<file path="src/rtl/fetch_inst_queue.sv">
// fetch_inst_queue: FIFO between fetch and the format decoder with a registered output stage.
// Accepted pushes are tagged with a wrapping major-ID counter.
module fetch_inst_queue #(
   parameter int addressWidth            = 64,
   parameter int instructionWidth        = 32,
   parameter int PidSize                 = 20,
   parameter int TidSize                 = 16,
   parameter int instructionCounterWidth = 64,
   parameter int queueDepth              = 4
) (
   input  logic                               clock_i,
   input  logic                               reset_i,
   input  logic                               flush_i,
   input  logic                               fetchValid_i,
   input  logic [instructionWidth-1:0]        instruction_i,
   input  logic [addressWidth-1:0]            instructionAddress_i,
   input  logic [PidSize-1:0]                 instructionPid_i,
   input  logic [TidSize-1:0]                 instructionTid_i,
   output logic                               fetchStall_o,
   input  logic                               stall_i,
   output logic                               outputEnable_o,
   output logic [instructionWidth-1:0]        instruction_o,
   output logic [addressWidth-1:0]            instructionAddress_o,
   output logic [PidSize-1:0]                 instructionPid_o,
   output logic [TidSize-1:0]                 instructionTid_o,
   output logic [instructionCounterWidth-1:0] instructionMajId_o
);
   localparam int PW = $clog2(queueDepth);
   typedef struct packed {
      logic [instructionWidth-1:0]        instr;
      logic [addressWidth-1:0]            addr;
      logic [PidSize-1:0]                 pid;
      logic [TidSize-1:0]                 tid;
      logic [instructionCounterWidth-1:0] maj_id;
   } entry_t;
   entry_t mem_q [queueDepth];
   entry_t mem_d [queueDepth];
   entry_t out_q, out_d;
   logic [PW-1:0] head_q, head_d, tail_q, tail_d;
   logic [PW:0] count_q, count_d;
   logic [instructionCounterWidth-1:0] maj_cnt_q, maj_cnt_d;
   logic oe_q, oe_d, full, push, pop;
   assign full = count_q == (PW+1)'(queueDepth);
   // A full queue refuses the push even when a pop frees a slot at the same edge.
   assign push = fetchValid_i & ~full & ~flush_i;
   assign pop  = ~stall_i & ~flush_i & (count_q != '0);
   always_comb begin
      mem_d = mem_q;
      out_d = out_q;
      if (push) mem_d[tail_q] = {instruction_i, instructionAddress_i, instructionPid_i, instructionTid_i, maj_cnt_q};
      if (pop) out_d = mem_q[head_q];
      oe_d      = flush_i ? 1'b0 : stall_i ? oe_q : pop;
      head_d    = flush_i ? '0 : head_q + PW'(pop);
      tail_d    = flush_i ? '0 : tail_q + PW'(push);
      count_d   = flush_i ? '0 : count_q + (PW+1)'(push) - (PW+1)'(pop);
      maj_cnt_d = maj_cnt_q + instructionCounterWidth'(push);
   end
   always_ff @(posedge clock_i or posedge reset_i) begin
      if (reset_i) begin
         mem_q     <= '{default: '0};
         out_q     <= '0;
         oe_q      <= 1'b0;
         head_q    <= '0;
         tail_q    <= '0;
         count_q   <= '0;
         maj_cnt_q <= '0;
      end else begin
         mem_q     <= mem_d;
         out_q     <= out_d;
         oe_q      <= oe_d;
         head_q    <= head_d;
         tail_q    <= tail_d;
         count_q   <= count_d;
         maj_cnt_q <= maj_cnt_d;
      end
   end
   assign fetchStall_o         = full;
   assign outputEnable_o       = oe_q;
   assign instruction_o        = out_q.instr;
   assign instructionAddress_o = out_q.addr;
   assign instructionPid_o     = out_q.pid;
   assign instructionTid_o     = out_q.tid;
   assign instructionMajId_o   = out_q.maj_id;
endmodule

</file>
<file path="config.mk">
export PLATFORM = sky130hd
export DESIGN_NAME = fetch_inst_queue
export DESIGN_NICKNAME = d
export VERILOG_FILES = /design/src/rtl/fetch_inst_queue.sv
export SDC_FILE = /design/constraint.sdc
export NUM_CORES = 2
export LEC_CHECK = 0
export ABC_AREA = 1
export CAP_MARGIN = 20
export CORE_MARGIN = 2
export CORE_UTILIZATION = 40
export CTS_CLUSTER_SIZE = 14
export DETAILED_ROUTE_END_ITERATION = 16
export HOLD_SLACK_MARGIN = 0.08
export PLACE_DENSITY = 0.63
export SLEW_MARGIN = 20
export SYNTH_ARGS = -nofsm -noshare
export SYNTH_HDL_FRONTEND = slang
export SYNTH_SLANG_ARGS = --single-unit
</file>
<file path="constraint.sdc">
create_clock -name clock_i -period 57.4 [get_ports clock_i]
set_clock_uncertainty 0.05 [all_clocks]
set_input_delay 5.74 -clock clock_i [delete_from_list [all_inputs] [get_ports clock_i]]
set_output_delay 5.74 -clock clock_i [all_outputs]
set_load 0.02 [all_outputs]
</file>
==> metrics.txt <==
# DRC=0; period utilisation layout=roughly 17%; Cells after Synth=slightly above 5k; clock-pin slew on the worst setup and hold paths=0.06 ns; hold_ws=approximately 0.43 ns; Initial Utilization=40.2%; via count=around 35k; fraction of layout cells with a size suffix above 1=under 10%; met2 wire length=approximately 55000 µm; Synth area leader=dfrtp_1; Area contributors post-synth=dfrtp_1, nand2_1, o21ai_0; Hold Buf Count CTS=0; prevailing post-synth register cell=dfrtp_1; IO buf count=334; post-synthesis sequential area ratio=between 50% and 60%; final setup fails=0; synth unique cells=30; hold path start=mem_q[472]$_DFFE_PP0P_; CTS Buf Count=approximately 110; clk_lat worst skew=approximately 0.71 ns; pwr dens=around 48 nW/µm²; Worst Setup Slack, final=47.70 ns; number of nets with antenna violations after routing=0; Min Clock Period, post-route=between 9 and 10 ns; Setup crit start=reset_i; Max Cap Viol=0; Seq. cell area=26300 µm²; Total Wirelength=119000 µm; unrepaired setup endpoints after global routing=false; global-route wire length before repair=just under 200000 µm; post-synth top area share=58.2%; post-place setup slack=about 47 ns; DP Wirelength=70300 µm; routed len/inst=about 17 µm; Final #Nets=approximately 5.5k; asr flop ratio synth=100%; # resized after CTS=0; CP arrival=about 10 ns; vias in the first global route=33.9k; Util after Layout=about 47%; Layout area overhead=17.2%; post-synthesis xor/xnor area fraction=less than 1%; I/O pin total=~340; Worst EP required=between 50 and 60 ns; Mean Syn Cell Area=8.70 µm²; Worst-Margin Slew=between 1 and 1.5 ns; area of the multi-input gates=around 16000 µm²; chip height=between 300 and 400 µm; vias per cell=5.09; Seq cells post-synth=between 1k and 1.5k; mux cell area share after synthesis=0%; leakage=23.8 nW; YS warnings=0; initial antenna violation count=4; CTS tree=yes; Final TNS setup=0 ns; Simple-Gate Fraction of Synth Area=16.6%; worst vdd ir=between 0.00002 and 0.00003 V; Detailed Route Iter0 Violations=about 2.6k; Final Hold Vio Count=0; CTS max path bufs=3; Hold Path Class=flop to flop; Crit path largest cell delay=~0.84 ns; Detail Route met3 WL=6280 µm; crit-path cells=clkdlybuf4s50_1 > inv_8 > buf_4 > buf_4 > buf_4 > buf_4; Post-Synth Adder-Cell Area=less than 1%; Reg2Reg Launch Point=head_q[1]$_DFF_PP0_; DR top layer=met4; Slowest cell on crit path=buf_4; compound-cell area share of the yosys netlist=between 15 and 20%; top-count cell post-synth=nand2_1; CP Launch Type=input port; CORE AREA=around 110000 µm²; Worst setup EP type=asynchronous set/reset pin; Final Cell Area=around 53000 µm²; largest family of logic cells by synthesized area=compound AO/OA/AOI/OAI gates; die area=116000 µm²; Pre-antenna DRT Iters=6; outcome=completed; Max Clk Rate=between 100 and 150 MHz; synth cell count leaders=nand2_1, dfrtp_1, o21ai_0, nor2_1, inv_1; clock sinks=between 1k and 1.5k; Placer Congestion=0.883; # fillers=approximately 11k; H-tree lvl count=3; Core Rows=123; Crit Path Class=input port to asynchronous set/reset pin; Most Frequent Cell on Critical Path=buf_4; EDFF count, synth=0; Mapped Nets=roughly 5.3k; met1 wire length=around 55000 µm; Max-slew headroom=roughly 28%; Placed Instance Area=a little under 50000 µm²; synthesized cell area=around 45000 µm²; clk root buf=clkbuf_16; total gr overflow=0; Max Slew Vio Count=0; largest net degree at the start of global routing=between 200 and 250; buffer count from post-CTS setup fixing=0; gr usage total=roughly 21%; Die W=340 µm; crit-path max FO=around 130
-- placed cells by master, fill, tap and decap left out, drive strengths merged, types with 6 or more instances in the layout --
cell	instances
o211ai	196
buf	36
nand3	16
a31oi	196
bufinv	7
clkbuf	170
nand4	8
clkinv	24
inv	428
ha	6
o21ai	1001
nor2	724
nand2	1196
xor2	32
clkdlybuf4s50	334
dfrtp	1052
-- per-layer routing --
layer / track usage (%) / vias up
li1: - / 17200
met1: 29.0 / 17100
met2: 32.8 / 828
met3: 3.39 / 173
met4: 6.18 / 0
met5: 0 / -
-- sequential cells by signal, summed over array words and instances, names as in the netlist --
signal                flops
instructionMajId_o       64
instructionTid_o         16
count_q                   3
outputEnable_o            1
instruction_o            32
mem_q                   784
maj_cnt_q                64
tail_q                    2
instructionPid_o         20
instructionAddress_o     64
head_q                    2
-- report_power, final --
group	total [mW]	internal [mW]	switching, mW	leakage, nW
clock	0.743	0.436	0.308	1.90
sequential	1.11	0.972	0.140	12.5
combinational	0.669	0.279	0.390	9.37
-- stage by stage --
stage	instances	total power [mW]
2_1_floorplan	5199	1.52
3_3_place_gp	6723	1.78
3_5_place_dp	6723	1.80
4_1_cts	6935	2.55
5_1_grt	6937	2.69
6_report	6939	2.52
-- worst paths after layout --
path,to,cells past startpoint,slack (ns)
max,mem_q[100]$_DFFE_PP0P_,6,47.70
min,mem_q[472]$_DFFE_PP0P_,2,0.43
max reg2reg,instructionMajId_o[30]$_DFFE_PP0P_,5,53.21
min reg2reg,mem_q[472]$_DFFE_PP0P_,2,0.43
max in group clock_i,mem_q[637]$_DFFE_PP0P_,8,48.42
min in group asynchronous,mem_q[587]$_DFFE_PP0P_,2,5.60
-- cell families (layout without fill, tap and decap cells) --
family,after synthesis,in the layout
AND/OR/NAND/NOR,1946,1946
AO/OA/AOI/OAI,1394,1394
flip-flops,1052,1052
buffers and inverters,766,1002
XOR/XNOR,34,34
adder cells (fa/ha/maj),7,7
other,0,4
-- worst max-delay path, delay by kind of cell --
kind	cells	cell delay (ns)
buffers and inverters	6	4.31
-- area by class of cell --
type / count / share of cell area, %
diodes: 4 / 0.0189
clock buffers: 170 / 6.31
clock inverters: 42 / 0.945
inverters: 420 / 3.02
multi-input cells: 3381 / 29.5
flip-flops and latches: 1052 / 49.7
well taps: 1500 / 3.54
repair buffers: 370 / 6.96
No activity file was read; power rests on OpenSTA's default activity.
